--- src/rtl/trace_pkg.sv ---
// Shared widths and the retirement record layout for the commit trace buffer.
package trace_pkg;

    localparam int TRACE_PC_W   = 32;
    localparam int TRACE_ADDR_W = 5;
    localparam int TRACE_DATA_W = 32;

    // The sequence number is appended by the top level because its width is a parameter.
    typedef struct packed {
        logic [TRACE_PC_W-1:0]   pc;
        logic [TRACE_ADDR_W-1:0] waddr;
        logic [TRACE_DATA_W-1:0] wdata;
        logic                    wen;
    } trace_rec_t;

endpackage

--- src/rtl/trace_fifo.sv ---
// Register-based FIFO with occupancy count and synchronous clear; DEPTH must be a power of two.
module trace_fifo #(
    parameter  int W     = 8,
    parameter  int DEPTH = 8,
    localparam int PW    = $clog2(DEPTH),
    localparam int CW    = $clog2(DEPTH + 1)
) (
    input  logic          clk,
    input  logic          rst,
    input  logic          clear,
    input  logic          push,
    input  logic          pop,
    input  logic [W-1:0]  wdata,
    output logic [W-1:0]  rdata,
    output logic          full,
    output logic          empty,
    output logic [CW-1:0] count
);

    logic [W-1:0]  mem_q [DEPTH];
    logic [PW-1:0] wr_ptr_q, wr_ptr_d;
    logic [PW-1:0] rd_ptr_q, rd_ptr_d;
    logic [CW-1:0] count_q, count_d;
    logic          push_ok;
    logic          pop_ok;

    assign full    = (count_q == CW'(DEPTH));
    assign empty   = (count_q == '0);
    assign push_ok = push && (!full || pop);
    assign pop_ok  = pop && !empty;

    always_comb begin
        wr_ptr_d = wr_ptr_q;
        rd_ptr_d = rd_ptr_q;
        count_d  = count_q;
        if (clear) begin
            wr_ptr_d = '0;
            rd_ptr_d = '0;
            count_d  = '0;
        end else begin
            // Pointers wrap naturally since DEPTH is a power of two.
            if (push_ok) wr_ptr_d = wr_ptr_q + PW'(1);
            if (pop_ok)  rd_ptr_d = rd_ptr_q + PW'(1);
            if (push_ok && !pop_ok)      count_d = count_q + CW'(1);
            else if (pop_ok && !push_ok) count_d = count_q - CW'(1);
        end
    end

    always_ff @(posedge clk or negedge rst) begin
        if (!rst) begin
            wr_ptr_q <= '0;
            rd_ptr_q <= '0;
            count_q  <= '0;
        end else begin
            wr_ptr_q <= wr_ptr_d;
            rd_ptr_q <= rd_ptr_d;
            count_q  <= count_d;
        end
    end

    // Storage needs no reset: stale entries are never observable while empty.
    always_ff @(posedge clk) begin
        if (push_ok && !clear) mem_q[wr_ptr_q] <= wdata;
    end

    assign rdata = mem_q[rd_ptr_q];
    assign count = count_q;

endmodule

--- src/rtl/commit_trace_buffer.sv ---
// Captures one normalised retirement record per commit and streams them out in order;
// the processor never stalls, so a full buffer drops records and leaves a sequence gap.
module commit_trace_buffer
    import trace_pkg::*;
#(
    parameter  int DEPTH  = 8,
    parameter  int SEQ_W  = 16,
    parameter  int DROP_W = 8,
    localparam int CW     = $clog2(DEPTH + 1)
) (
    input  logic                    clk,
    input  logic                    rst,
    input  logic                    clear,
    input  logic                    commit_val,
    input  logic [TRACE_PC_W-1:0]   commit_pc,
    input  logic [TRACE_ADDR_W-1:0] commit_waddr,
    input  logic [TRACE_DATA_W-1:0] commit_wdata,
    input  logic                    commit_wen,
    output logic                    trace_val,
    input  logic                    trace_rdy,
    output logic [TRACE_PC_W-1:0]   trace_pc,
    output logic [TRACE_ADDR_W-1:0] trace_waddr,
    output logic [TRACE_DATA_W-1:0] trace_wdata,
    output logic                    trace_wen,
    output logic [SEQ_W-1:0]        trace_seq,
    output logic [CW-1:0]           count,
    output logic                    overflow,
    output logic [DROP_W-1:0]       drop_count
);

    localparam int REC_W = $bits(trace_rec_t);
    localparam int ENT_W = REC_W + SEQ_W;

    trace_rec_t        cap_rec;
    trace_rec_t        head_rec;
    logic              cap_wen;
    logic [ENT_W-1:0]  fifo_wdata;
    logic [ENT_W-1:0]  fifo_rdata;
    logic              fifo_full;
    logic              fifo_empty;
    logic              push;
    logic              pop;
    logic              drop;
    logic [SEQ_W-1:0]  seq_q, seq_d;
    logic              overflow_q, overflow_d;
    logic [DROP_W-1:0] drop_q, drop_d;

    // Writes to x0 are architecturally invisible, and a non-writing record carries no payload.
    assign cap_wen = commit_wen && (commit_waddr != '0);

    always_comb begin
        cap_rec       = '0;
        cap_rec.pc    = commit_pc;
        cap_rec.wen   = cap_wen;
        cap_rec.waddr = cap_wen ? commit_waddr : '0;
        cap_rec.wdata = cap_wen ? commit_wdata : '0;
    end

    assign fifo_wdata = {seq_q, cap_rec};
    assign pop        = !fifo_empty && trace_rdy && !clear;
    assign push       = commit_val && !clear && (!fifo_full || pop);
    assign drop       = commit_val && !clear && !push;

    always_comb begin
        seq_d      = seq_q;
        overflow_d = overflow_q;
        drop_d     = drop_q;
        if (clear) begin
            seq_d      = '0;
            overflow_d = 1'b0;
            drop_d     = '0;
        end else begin
            if (commit_val) seq_d = seq_q + SEQ_W'(1);
            if (drop) begin
                overflow_d = 1'b1;
                if (drop_q != '1) drop_d = drop_q + DROP_W'(1);
            end
        end
    end

    always_ff @(posedge clk or negedge rst) begin
        if (!rst) begin
            seq_q      <= '0;
            overflow_q <= 1'b0;
            drop_q     <= '0;
        end else begin
            seq_q      <= seq_d;
            overflow_q <= overflow_d;
            drop_q     <= drop_d;
        end
    end

    trace_fifo #(
        .W     (ENT_W),
        .DEPTH (DEPTH)
    ) u_fifo (
        .clk   (clk),
        .rst   (rst),
        .clear (clear),
        .push  (push),
        .pop   (pop),
        .wdata (fifo_wdata),
        .rdata (fifo_rdata),
        .full  (fifo_full),
        .empty (fifo_empty),
        .count (count)
    );

    assign head_rec = fifo_rdata[REC_W-1:0];

    always_comb begin
        trace_val   = !fifo_empty;
        trace_pc    = '0;
        trace_waddr = '0;
        trace_wdata = '0;
        trace_wen   = 1'b0;
        trace_seq   = '0;
        if (!fifo_empty) begin
            trace_pc    = head_rec.pc;
            trace_waddr = head_rec.waddr;
            trace_wdata = head_rec.wdata;
            trace_wen   = head_rec.wen;
            trace_seq   = fifo_rdata[ENT_W-1 -: SEQ_W];
        end
    end

    assign overflow   = overflow_q;
    assign drop_count = drop_q;

endmodule

--- config.mk ---
export PLATFORM = sky130hd
export DESIGN_NAME = commit_trace_buffer
export DESIGN_NICKNAME = d
export VERILOG_FILES = /design/src/rtl/trace_pkg.sv /design/src/rtl/trace_fifo.sv /design/src/rtl/commit_trace_buffer.sv
export SDC_FILE = /design/constraint.sdc
export NUM_CORES = 1
export LEC_CHECK = 0
export BUFFER_PORTS_ARGS = -buffer_cell sky130_fd_sc_hd__buf_2
export CORE_AREA = 5 5 283 285
export DETAILED_ROUTE_END_ITERATION = 7
export DIE_AREA = 0 0 288 290
export PLACE_DENSITY = 0.64
export SYNTH_ARGS = -nofsm -noshare
export SYNTH_HDL_FRONTEND = slang
export SYNTH_SLANG_ARGS = --single-unit
--- constraint.sdc ---
create_clock -name clk -period 8.85 [get_ports clk]
set_clock_uncertainty 0.2 [all_clocks]
set_input_delay 2.655 -clock clk [delete_from_list [all_inputs] [get_ports clk]]
set_output_delay 2.655 -clock clk [all_outputs]
set_load 0.005 [all_outputs]
# Yosys cells after proc, flatten, opt, wreduce, memory -nomap -nowiden
# Memories as Yosys holds them, arrays and structs flattened.
# Index checks and enable logic that the tools add are counted.
[word_totals]
regBits = 35
latch_bits = 0
ram_bits = 688
rom_bits = 0
inputBits = 75
word_cells = 65
n_memories = 1
[op_classes]
add_sub_neg = 6
mul = 0
div_mod_pow = 0
order_cmp = 0
eq_ne = 2
shift = 0
n_mux = 23
n_bitwise = 0
n_reduce_logical = 27
[mem_list]
columns = ["memory", "words", "word_bits", "rd", "rd_clocked_by_memory_dff", "wr", "line_no", "text"]
rows = [
  ["u_fifo.mem_q", 8, 86, 1, 0, 1, "trace_fifo.sv:20", "logic [W-1:0] mem_q [DEPTH];"],
]
[op_table]
columns = ["op", "count"]
rows = [
  ["$mux W32", 3],
  ["$mux W16", 3],
  ["$mux W8", 3],
  ["$add A16 B1 Y16 const B", 1],
  ["$mux W3", 4],
  ["$mux W4", 3],
  ["$logic_and A1 B1 Y1", 11],
  ["$mux W5", 2],
  ["$reduce_bool A2 Y1", 5],
  ["$add A8 B1 Y8 const B", 1],
  ["$ne A8 B8 Y1 const B", 1],
  ["$add A3 B1 Y3 const B", 2],
  ["$logic_not A1 Y1", 6],
  ["$mux W1", 5],
  ["$reduce_bool A5 Y1", 1],
  ["$add A4 B1 Y4 const B", 1],
  ["$eq A4 B4 Y1 const B", 1],
  ["$logic_not A4 Y1", 1],
  ["$sub A4 B1 Y4 const B", 1],
  ["$reduce_bool A3 Y1", 1],
  ["$reduce_and A2 Y1", 1],
  ["$logic_or A1 B1 Y1", 1],
]

# Logic depth before layout (Yosys ltp)
[depth]
depth_word = 12
mapped_depth = 8

# Cells and area by module
# A second synthesis with hierarchy kept.
[unflattened]
cells_unflattened = 1349
hier_area_um2 = 28976.5
[by_module_without_submodules]
columns = ["mod", "instances", "cells_each", "area_each_um2", "seq_area_each_um2"]
rows = [
  ["trace_fifo", 1, 1078, 26818.2, 20910.1],
  ["commit_trace_buffer", 1, 271, 2158.3, 625.6],
]

# Least setup slack after synthesis
# No wires, ideal clock.
[synth_timing]
path_type = "input to register"
startpoint = "in commit_val"
endpoint = "mem u_fifo.mem_q[0][0] (netlist name), enable pin"
setup_time_ns = 0.654
t_arrival_ns = 9.849
slack_ns = -1.853
stages = 5
cell_sequence = "buf_2 > inv_1 > a31oi_1 > nor3b_1 > nor3b_1"
[synth_via]
elab_chain_len = 6
[synth_lines]
columns = ["item", "line_no", "text"]
rows = [
  ["start: declaration", "commit_trace_buffer.sv:14", "input logic commit_val,"],
  ["$logic_and A1 B1 Y1 (2 in series)", "commit_trace_buffer.sv:61", "assign push = commit_val && !clear && (!fifo_full || pop);"],
  ["$logic_and A1 B1 Y1", "trace_fifo.sv:29", "assign push_ok = push && (!full || pop);"],
  ["$logic_and A1 B1 Y1", "trace_fifo.sv:63", "if (push_ok && !clear) mem_q[wr_ptr_q] <= wdata;"],
  ["$mux W1", "trace_fifo.sv:63", ""],
  ["$mux W1 (implied by the code)", "trace_fifo.sv:63", ""],
  ["end: declaration", "trace_fifo.sv:20", ""],
]
# No other way between the ends.

# Final worst setup path
[layout_timing]
startpoint = "reg u_fifo.rd_ptr_q[0]"
endpoint = "out trace_seq[3]"
[layout_via]
elab_chain_len = 2
[layout_lines]
columns = ["item", "line_no", "text"]
rows = [
  ["start: declaration", "trace_fifo.sv:22", "logic [PW-1:0] rd_ptr_q, rd_ptr_d;"],
  ["start signal: assignment", "trace_fifo.sv:56", "rd_ptr_q <= rd_ptr_d;"],
  ["$mem_v2 Z8 W86", "--", ""],
  ["$mux W16", "commit_trace_buffer.sv:118", "if (!fifo_empty) begin"],
  ["end: declaration", "commit_trace_buffer.sv:25", "output logic [SEQ_W-1:0] trace_seq,"],
]
# No other way between the ends.

==> summary.txt <==
Run status
  • Run status: completed

Drt
  • Wire per inst: 22.9 um
  • Iter 0 DRT Violations: slightly below 1000
  • Via/cell ratio: about 5
  • Total iterations of the first detailed-routing run: 4
  • Post-route ant nets: 0
  • Top Metal Used: met5
  • Via count: between 10000 and 15000
  • # DRC: 0
  • Metal2 WL: roughly 30000 um
  • DRT Wirelength: roughly 61000 um
  • Metal3 WL: 2790 um
  • Metal-1 WL: around 26000 um

Floorplanning
  • Die X: about 290 um
  • # IOs: around 180
  • Site Rows: approximately 100
  • Initial core utilization: 0.366
  • Core area: about 77000 um^2
  • Die Y: between 200 and 300 um
  • Die area: around 84000 um^2

STA
  • Endpoints failing setup: 0
  • Final Hold Fails: 0
  • Worst-Margin Slew: between 1 and 1.5 ns
  • Slew HR: 0.302
  • Clock period minus worst slack: between 6 and 7 ns
  • Setup TNS: 0 ns
  • Slew Limit Fails: 0
  • Hold WS: between 0.3 and 0.4 ns
  • Peak Freq: 159 MHz
  • Final period util: 0.709
  • RSZ-0062 raised after global routing: no

Setup path
  • Critical Path Source Type: flip-flop
  • Crit path capture type: primary output
  • WS Path Type: reg -> out
  • Bufs and invs on worst path: 2
  • Top Family by Delay on Critical Path: multiplexers
  • Critical-path top delay cell: dfrtp_4
  • Max FO, Critical Path: 97
  • Crit path cell chain: buf_12 -> mux4_2 -> mux2i_1 -> nor2_1 -> buf_2
  • CP Data Arrival Time: roughly 3.4 ns
  • Reg2reg setup slack: ~4.9 ns
  • CP peak stage delay: 0.71 ns
  • CP required: 6.00 ns

Yosys
  • Synth top area share: 0.732
  • Cell variety after synth: 50
  • Cell Area, Synth: 28200 um^2
  • Average size of a mapped cell: between 20 and 25 um^2
  • Main area contributors after synthesis: edfxtp_1 73%, mux4_2 14%, mux2i_1 3.2%
  • Asr flop ratio synth: 0.0484
  • Post-synth EDFFs: approximately 700
  • Yosys reg bits: roughly 720
  • Post-synth top flop: edfxtp_1
  • Seq/Total Area, Yosys: 0.763
  • Yosys warns: 0
  • Cells after Synth: ~1300
  • Leading area contributor after synthesis: edfxtp_1
  • Net Count, Synth: 1427

CTS
  • Max clock buf depth: 3
  • Hold-fix buffers, CTS: 0
  • Clk_lat worst skew: between 0.6 and 0.7 ns
  • Cts bufs inserted: 76
  • PostCTS Resize Cnt: 0
  • Clock sink count: around 720
  • Clk slew on worst S/H paths: approximately 0.06 ns
  • Clk root buf: clkbuf_16
  • H-tree levels: 3
  • Setup bufs post-CTS: 0
  • CTS tree: yes

Worst hold path
  • Worst min-delay path class: reg -> reg

Place
  • Final GP Congestion: roughly 0.72
  • Dpl hpwl: approximately 33000 um
  • I/O Buffers: ~170

Final layout
  • Area Overhead vs Synth: 16.7%
  • Commonest non-fill, non-tap cell in the layout: edfxtp_1
  • Filler cells: slightly below 7000
  • Most frequent cells in the layout: 688 x edfxtp_1, 174 x buf_2, 172 x mux4_2, 106 x nor2_1, 89 x mux2i_1
  • Nets: about 1600
  • Share of layout cells above drive strength 1: 0.305

Global routing
  • Pin count of the biggest net entering global routing: between 90 and 100
  • Initial antenna violation count: 5
  • First-pass GRT wire length: 92200 um
  • Vias in the first global route: 14700
  • Gr usage total: 0.145
  • Grt ovf: 0

Power and ir drop
  • VDD IR max: approximately 260 uV
  • Power density over cell area: roughly 270 nW/um^2
  • P_leak: 10.6 nW

Job
  • Max cap viols: 0
[per-stage QoR]
stage | cell area, um^2 | power, W | util | setup slack [ns] | cells
2_1_floorplan | 28300 | 0.00517 | - | 0.706 | 1345
3_3_place_gp | 30400 | 0.00584 | 0.395 | 2.39 | 2512
3_5_place_dp | 30400 | 0.00586 | 0.395 | 2.33 | 2512
4_1_cts | 33000 | 0.00902 | 0.427 | 2.44 | 2646
5_1_grt | 33000 | 0.00929 | 0.427 | 2.30 | 2646
6_report | 33000 | 0.00887 | 0.428 | 2.58 | 2650
[cells in the mapped netlist (all sizes together), types with 5 or more instances]
library cell and count:
a21oi 17, and2 38, buf 38, clkbuf 33, dfrtp 35, edfxtp 688, ha 6, inv 9
mux2i 89, mux4 172, nand2 8, nand3 9, nand4 7, nor2 107, nor3 9, nor4 5
o21ai 5, o31ai 6, or4 8, xnor2 10, xor2 6
[metal layers]
metal,GRT usage,up-vias
met5,0,-
met3,0.0290,93
met1,0.197,7199
met2,0.243,320
li1,-,5914
met4,0.0324,2
[state kept, by name, indices dropped and copies added, names as in the netlist]
signal / flops
u_fifo.rd_ptr_q: 3
u_fifo.count: 4
drop_count: 8
u_fifo.wr_ptr_q: 3
overflow: 1
seq_q: 16
u_fifo.mem_q: 688
[worst reg2reg max path, stage by stage (launching register included)]
cell and delay [ns]:
dfrtp_1 0.59, nor3_2 0.13, a31oi_1 0.64, nor3b_1 0.52, and3b_4 0.96, buf_4 0.54
[kinds of logic after synthesis]
kind of cell,Yosys count,synth area share
compound gates,40,0.00891
xor+xnor,16,0.00496
fa+ha+maj,7,0.00337
buf+inv,80,0.0121
flops,723,0.763
mux,261,0.169
simple gates,218,0.0393
[where the power goes]
group          internal [W]  total [W]  switching [W]
Clock               0.00181    0.00315        0.00134
Combinational      0.000841    0.00178       0.000941
Sequential          0.00384    0.00394      0.0000933
Total               0.00650    0.00887        0.00237
[final timing paths]
path | startpoint | end | cells after the start
worst max-delay path | u_fifo.rd_ptr_q[0]$_DFFE_PN0P_ | trace_seq[3] | 5
max in group asynchronous | rst | u_fifo.rd_ptr_q[0]$_DFFE_PN0P_ | 1
min in group asynchronous | rst | u_fifo.wr_ptr_q[1]$_DFFE_PN0P_ | 1
worst min-delay path | overflow$_DFFE_PN0P_ | overflow$_DFFE_PN0P_ | 2
worst min register to register | overflow$_DFFE_PN0P_ | overflow$_DFFE_PN0P_ | 2
worst max register to register | u_fifo.count[1]$_DFFE_PN0P_ | u_fifo.mem_q[4][58]$_DFFE_PP_ | 5
[layout make-up]
| class | count | area [um^2] | area share |
|---|---|---|---|
| Tap cell | 1040 | 1300 | 0.0395 |
| Antenna cell | 4 | 10.0 | 0.000304 |
| Clock inverter | 42 | 542 | 0.0164 |
| Multi-Input combinational cell | 542 | 6440 | 0.195 |
| Sequential cell | 723 | 21500 | 0.654 |
| Inverter | 9 | 33.8 | 0.00102 |
| Clock buffer | 92 | 1960 | 0.0595 |
| Timing Repair Buffer | 198 | 1130 | 0.0342 |
No activity file was read; power rests on OpenSTA's default activity.
